### src/rtl/food_pkg.sv
// Shared constants, types and tile helpers for the pellet tracker.
// Also holds the power-pellet tile constants used when FOOD_POWER_PELLET_EN is defined.
package food_pkg;

   localparam int TILE_SHIFT   = 4;
   localparam int MAP_COLS     = 40;
   localparam int MAP_ROWS     = 22;
   localparam int NUM_TILES    = MAP_COLS * MAP_ROWS;
   localparam int PLAY_W       = 640;
   localparam int PLAY_H       = 352;
   localparam int DOT_LO       = 6;
   localparam int DOT_HI       = 9;
   localparam int POINTS       = 10;
   localparam int POWER_FRAMES = 300;
   localparam int PWR_DOT_LO   = 4;
   localparam int PWR_DOT_HI   = 11;

   typedef logic [9:0] tile_idx_t;

   typedef enum logic [1:0] {
      IDLE  = 2'd0,
      CHECK = 2'd1,
      CLEAR = 2'd2,
      DONE  = 2'd3
   } food_state_t;

   // Corner power pellets: (col,row) = (1,1), (38,1), (1,20), (38,20)
   localparam tile_idx_t PWR_TILE_0 = tile_idx_t'(1 * MAP_COLS + 1);
   localparam tile_idx_t PWR_TILE_1 = tile_idx_t'(1 * MAP_COLS + 38);
   localparam tile_idx_t PWR_TILE_2 = tile_idx_t'(20 * MAP_COLS + 1);
   localparam tile_idx_t PWR_TILE_3 = tile_idx_t'(20 * MAP_COLS + 38);

   function automatic tile_idx_t tile_of(input logic [9:0] x, input logic [9:0] y);
      tile_idx_t row;
      tile_idx_t col;
      row = tile_idx_t'(y >> TILE_SHIFT);
      col = tile_idx_t'(x >> TILE_SHIFT);
      return tile_idx_t'(row * tile_idx_t'(MAP_COLS)) + col;
   endfunction

   function automatic logic is_power_tile(input tile_idx_t t);
      return (t == PWR_TILE_0) || (t == PWR_TILE_1) ||
             (t == PWR_TILE_2) || (t == PWR_TILE_3);
   endfunction

endpackage

### src/rtl/food_tracker_frame_edge_sync.sv
// Brings the asynchronous frame tick into the Clk domain and emits a
// single-cycle pulse on each rising edge.
module frame_edge_sync (
   input  logic clk_i,
   input  logic rst_i,
   input  logic async_i,
   output logic pulse_o
);

   logic sync1_q;
   logic sync2_q;
   logic prev_q;

   always_ff @(posedge clk_i or posedge rst_i) begin
      if (rst_i) begin
         sync1_q <= 1'b0;
         sync2_q <= 1'b0;
         prev_q  <= 1'b0;
      end else begin
         sync1_q <= async_i;
         sync2_q <= sync1_q;
         prev_q  <= sync2_q;
      end
   end

   assign pulse_o = sync2_q & ~prev_q;

endmodule

### src/rtl/food_tracker.sv
// Pellet map, eat FSM, score/count bookkeeping and combinational is_food lookup.
// Optional power pellets and power_mode output are enabled by FOOD_POWER_PELLET_EN.
module food_tracker
   import food_pkg::*;
(
   input  logic        Clk,
   input  logic        Reset,
   input  logic        frame_clk,
   input  logic        restart,
   input  logic [9:0]  Ball_X,
   input  logic [9:0]  Ball_Y,
   input  logic [9:0]  DrawX,
   input  logic [9:0]  DrawY,
   output logic        is_food,
   output logic [15:0] score,
   output logic [9:0]  pellets_left,
   output logic        level_clear
`ifdef FOOD_POWER_PELLET_EN
   ,
   output logic        power_mode
`endif
);

   // state   | meaning
   // IDLE    | waiting for a frame tick
   // CHECK   | Ball position latched; test bounds and pellet bit
   // CLEAR   | remove pellet, bump score, decrement count
   // DONE    | level cleared; frame ticks ignored until restart/Reset

   logic                 eat_req;
   food_state_t          state_q, state_d;
   logic [NUM_TILES-1:0] map_q, map_d;
   logic [9:0]           ball_x_q, ball_x_d;
   logic [9:0]           ball_y_q, ball_y_d;
   tile_idx_t            tile_q, tile_d;
   logic [15:0]          score_q, score_d;
   logic [9:0]           left_q, left_d;
   tile_idx_t            ball_tile;
   logic                 ball_pellet;
   logic [16:0]          score_sum;
   logic [15:0]          points;

   frame_edge_sync u_sync (
      .clk_i   (Clk),
      .rst_i   (Reset),
      .async_i (frame_clk),
      .pulse_o (eat_req)
   );

`ifdef FOOD_POWER_PELLET_EN
   logic [8:0] pcnt_q, pcnt_d;
`endif

   assign ball_tile   = tile_of(ball_x_q, ball_y_q);
   assign ball_pellet = (ball_tile < tile_idx_t'(NUM_TILES)) && map_q[ball_tile];

   always_comb begin
`ifdef FOOD_POWER_PELLET_EN
      points = is_power_tile(tile_q) ? 16'(5 * POINTS) : 16'(POINTS);
`else
      points = 16'(POINTS);
`endif
      score_sum = {1'b0, score_q} + {1'b0, points};
   end

   always_comb begin
      state_d  = state_q;
      map_d    = map_q;
      ball_x_d = ball_x_q;
      ball_y_d = ball_y_q;
      tile_d   = tile_q;
      score_d  = score_q;
      left_d   = left_q;
`ifdef FOOD_POWER_PELLET_EN
      pcnt_d   = pcnt_q;
      if (eat_req && (pcnt_q != 9'd0)) begin
         pcnt_d = pcnt_q - 9'd1;
      end
`endif
      unique case (state_q)
         IDLE: begin
            if (eat_req) begin
               ball_x_d = Ball_X;
               ball_y_d = Ball_Y;
               state_d  = CHECK;
            end
         end
         CHECK: begin
            tile_d = ball_tile;
            if ((ball_x_q >= 10'(PLAY_W)) || (ball_y_q >= 10'(PLAY_H)) || !ball_pellet) begin
               state_d = IDLE;
            end else begin
               state_d = CLEAR;
            end
         end
         CLEAR: begin
            map_d[tile_q] = 1'b0;
            left_d        = left_q - 10'd1;
            score_d       = score_sum[16] ? 16'hFFFF : score_sum[15:0];
            state_d       = (left_q == 10'd1) ? DONE : IDLE;
`ifdef FOOD_POWER_PELLET_EN
            if (is_power_tile(tile_q)) begin
               pcnt_d = 9'(POWER_FRAMES);
            end
`endif
         end
         DONE: begin
            state_d = DONE;
         end
         default: state_d = IDLE;
      endcase
      // Refill wins over anything in flight, including a same-cycle eat_req.
      if (restart) begin
         state_d = IDLE;
         map_d   = '1;
         score_d = 16'd0;
         left_d  = 10'(NUM_TILES);
`ifdef FOOD_POWER_PELLET_EN
         pcnt_d  = 9'd0;
`endif
      end
   end

   always_ff @(posedge Clk or posedge Reset) begin
      if (Reset) begin
         state_q  <= IDLE;
         map_q    <= '1;
         ball_x_q <= 10'd0;
         ball_y_q <= 10'd0;
         tile_q   <= '0;
         score_q  <= 16'd0;
         left_q   <= 10'(NUM_TILES);
`ifdef FOOD_POWER_PELLET_EN
         pcnt_q   <= 9'd0;
`endif
      end else begin
         state_q  <= state_d;
         map_q    <= map_d;
         ball_x_q <= ball_x_d;
         ball_y_q <= ball_y_d;
         tile_q   <= tile_d;
         score_q  <= score_d;
         left_q   <= left_d;
`ifdef FOOD_POWER_PELLET_EN
         pcnt_q   <= pcnt_d;
`endif
      end
   end

   assign score        = score_q;
   assign pellets_left = left_q;
   assign level_clear  = (state_q == DONE);
`ifdef FOOD_POWER_PELLET_EN
   assign power_mode   = (pcnt_q != 9'd0);
`endif

   tile_idx_t draw_tile;
   logic      draw_in_play;
   logic      draw_pellet;
   logic      draw_dot;
   logic [TILE_SHIFT-1:0] dot_lo;
   logic [TILE_SHIFT-1:0] dot_hi;
   logic [TILE_SHIFT-1:0] off_x;
   logic [TILE_SHIFT-1:0] off_y;

   always_comb begin
      draw_tile    = tile_of(DrawX, DrawY);
      draw_in_play = (DrawX < 10'(PLAY_W)) && (DrawY < 10'(PLAY_H));
      draw_pellet  = (draw_tile < tile_idx_t'(NUM_TILES)) && map_q[draw_tile];
      dot_lo       = TILE_SHIFT'(DOT_LO);
      dot_hi       = TILE_SHIFT'(DOT_HI);
`ifdef FOOD_POWER_PELLET_EN
      if (is_power_tile(draw_tile)) begin
         dot_lo = TILE_SHIFT'(PWR_DOT_LO);
         dot_hi = TILE_SHIFT'(PWR_DOT_HI);
      end
`endif
      off_x    = DrawX[TILE_SHIFT-1:0];
      off_y    = DrawY[TILE_SHIFT-1:0];
      draw_dot = (off_x >= dot_lo) && (off_x <= dot_hi) &&
                 (off_y >= dot_lo) && (off_y <= dot_hi);
      // Mapper polarity: low means paint a pellet here.
      is_food  = !(draw_in_play && draw_pellet && draw_dot);
   end

endmodule

### config.mk
export PLATFORM = sky130hd
export DESIGN_NAME = food_tracker
export DESIGN_NICKNAME = d
export VERILOG_FILES = /design/src/rtl/food_pkg.sv /design/src/rtl/food_tracker_frame_edge_sync.sv /design/src/rtl/food_tracker.sv
export SDC_FILE = /design/constraint.sdc
export NUM_CORES = 2
export LEC_CHECK = 0
export CORE_MARGIN = 4
export CORE_UTILIZATION = 58
export DETAILED_ROUTE_END_ITERATION = 16
export DONT_BUFFER_PORTS = 1
export PLACE_DENSITY = 0.7
export SYNTH_ARGS = -nofsm -noshare
export SYNTH_HDL_FRONTEND = slang
export SYNTH_SLANG_ARGS = --single-unit
### constraint.sdc
create_clock -name Clk -period 68.6 [get_ports Clk]
set_input_delay 6.86 -clock Clk [delete_from_list [all_inputs] [get_ports Clk]]
set_output_delay 6.86 -clock Clk [all_outputs]
set_load 0.005 [all_outputs]
==> results.cfg <==
[setup_path]
rrSetupSlack_ps = 63540
path_max_fanout = 18
path_class = input port to primary output
worstReg2RegStart = ball_y_q[4]
cp_slowest_cell = mux2i_1
worstRegToRegCells = 12
critPathMaxStageDelay_ps = 820
cp.arrival_ps = 10130
regToRegEndpoint = state_q[1]
critPathLaunchType = input port
crit_chain = ha_1 -> ha_1 -> xor2_4 -> buf_4 -> mux2i_1 -> a21oi_1 -> nor3_1 -> nor3_1 -> o211ai_2
cp.required_ps = 61740
endpoint_kind = primary output

[detailed_routing]
vias_per_cell = 7.035
dr_total_vias = 37778
drt-wirelength-per-cell_um = 31.19
drc_errors = 0
routed_wl_mm = 167.5
drt_iter0_drc = 4473
antenna_left = 0
drt-pass1-iter-count = 6

[run_status]
violations = slew limit
status = finished with violations

[min_path]
min_path_cells = 0
hold_start = u_sync.sync1_q
min_path_type = flop to flop
min_to = u_sync.sync2_q

[cts]
cts-htree-levels = 3
postCtsSetupBuffers = 0
clk_path_buf_depth = 3
postCtsResizedCells = 0
root_buffer = clkbuf_16
cts_tree = done
path_clk_slew_ps = 60
clkSinkCount = 933
cts_made_buffers = 102
hold_buffers = 0
insertion_delay_ps = 700

[timing]
tns_ps = 0
worst_pin_slew_ps = 4905
setup_viol = 0
finalCritPeriodShare_pct = 24.77
finalHoldViolations = 0
slew_headroom_pct = -227.0
fmax_ghz = 0.05885
min_period_ps = 16990
rsz0062_at_grt = no
skew_ps = 32.82
slew_violations = 827

[floorplanning]
core_area_um2 = 88650
die-area_um2 = 94480
rows = 109
die_width_um = 307.4
boundaryPins = 72
die_h_um = 307.4
start_util_pct = 58.64

[yosys]
syn-instance-count = 4306
synth_top_area_share_pct = 44.73
ys_types = 66
seq_area_frac_synth_pct = 47.04
synth_top_family_by_area = multiplexers
synth_edf_count = 0
synth_xor_xnor_area_share_pct = 0.7076
ys_ff_latch = 933
synthSimpleGateAreaFrac_pct = 13.29
yosys_most_used_dff = dfstp_2
synth_mux_area_share_pct = 23.12
ys_top_cells_by_area = dfstp_2 45%, mux4_2 22%, nand2b_1 8.3%, o21ai_0 6.8%, a21o_1 3.1%
async_reset_ff_share_pct = 100.0
synth_compound_area_share_pct = 11.80
synth.most_common_cell = dfstp_2
synth_area_um2 = 51980
synthAdderAreaFrac_pct = 0.7076
synth_area_leader_cell = dfstp_2
yosys-top-cells-count = 885 x dfstp_2, 708 x o21ai_0, 690 x nand2b_1
ys_warn_count = 0
synth_fp_nets = 4377
syn_avg_cell_area_um2 = 12.07

[place]
place_congestion = 0.9066
port_buffers = 0
placedCellCount = 5180
dp_hpwl_mm = 100.6

[final_layout]
stdcell_count = 5370
drive_gt1_share_pct = 40.31
nets = 4190
area_growth_pct = 8.078

[grt]
grt_max_degree = 912
gr-total-overflow = 0
antenna_found_initial = 6
grt_pass1_vias = 37701
grt_use_total_pct = 35.89
grt_pass1_wl_mm = 251.4

[power_and_ir_drop]
p_leak_nw = 18.01
power_density_nw_per_um2 = 26.08
max-vdd-ir-drop_mv = 0.02278

[flow_run]
cap_violations = 0
placed cells by master (no fill, tap or decap), drive strengths merged, types with 5 or more instances in the layout:
cell / instances
or3b: 5
a221oi: 5
inv: 23
nand2: 350
diode: 5
clkinv: 22
nand3b: 6
o31ai: 6
nor3b: 5
ha: 23
dfstp: 885
nand2b: 690
o22ai: 13
nand3: 35
clkbuf: 142
or3: 7
o211ai: 9
a31oi: 9
dfrtp: 48
nand4: 13
mux4: 506
buf: 80
o21ai: 708
xor2: 19
a21oi: 24
and2: 9
mux2i: 44
nor2b: 13
a21o: 214
xnor2: 23
nor3: 35
a22oi: 34
nor2: 97
mux2: 16
a22o: 5
bufinv: 17
or2: 8
and3: 5
a211oi: 6
registers in the layout, summed over array words and instances (netlist names):
| signal | count |
|---|---|
| map_q | 880 |
| score | 16 |
| pellets_left | 10 |
| tile_q | 10 |
| ball_x_q | 6 |
| ball_y_q | 6 |
| state_q | 2 |
| u_sync.prev_q | 1 |
| u_sync.sync1_q | 1 |
| u_sync.sync2_q | 1 |
final cells by class:
class / instances / area [um2]
Antenna cell: 5 / 12.51
Clock buffer: 142 / 2934
Clock inverter: 43 / 705.7
Fill cell: 6797 / 32470
Inverter: 20 / 82.58
Multi-Input combinational cell: 2982 / 25910
Sequential cell: 933 / 24470
Tap cell: 1165 / 1458
Timing Repair Buffer: 80 / 613.1
routing by layer:
layer | routed length [um] | GRT usage (%) | share of wire [%]
met5 | 20 | 0 | 0.012
met4 | 9765 | 17.53 | 5.8
met3 | 18620 | 9.573 | 11
met2 | 75970 | 53.96 | 45
met1 | 63110 | 49.09 | 38
critical path, delay by kind of cell:
kind                       cells  cell delay [ps]
AOI/OAI and AO/OA              2              400
xor gates and xnor gates       1              420
adders and majority gates      2              700
buffers and inverters          1              560
muxes                          1              820
and+or+nand+nor                2              320
logic make-up after synthesis:
family,count (synthesis)
AND/OR/NAND/NOR,1289
AO/OA/AOI/OAI,1058
flip-flops,933
multiplexers,566
buffers and inverters,391
XOR/XNOR,42
adder cells (fa/ha/maj),27
worst max-delay path by stage:
stage | start | endpoint | slack, ps | cells after the start
finish | DrawY[4] | is_food | 51610 | 9
global route | DrawY[4] | is_food | 51500 | 9
detailed placement | DrawY[4] | is_food | 51680 | 10
global placement | DrawY[4] | is_food | 51700 | 10
floorplan | Reset | ball_x_q[4] | 36970 | 1
CTS | DrawY[4] | is_food | 51680 | 10
power by group:
| part | total, W | leakage [nW] | internal, W | switching [W] |
|---|---|---|---|---|
| Combinational | 0.000290 | 6.28 | 0.0000833 | 0.000207 |
| Sequential | 0.000575 | 9.93 | 0.000558 | 0.0000163 |
| Clock | 0.000601 | 1.80 | 0.000362 | 0.000238 |
stage by stage:
| stage | worst slack (ps) | utilization (%) | hold WS (ps) | power (W) | area, um2 |
|---|---|---|---|---|---|
| floorplan | 36970 | - | 331.2 | 0.0007504 | 51980 |
| global placement | 51700 | 59.26 | 334.6 | 0.0008563 | 52530 |
| detailed placement | 51680 | 59.26 | 336.5 | 0.0008572 | 52530 |
| CTS | 51680 | 63.36 | 350.2 | 0.001455 | 56170 |
| global route | 51500 | 63.36 | 358.4 | 0.001500 | 56170 |
| finish | 51610 | 63.38 | 352.8 | 0.001465 | 56180 |
No activity file was read; power rests on OpenSTA's default activity.
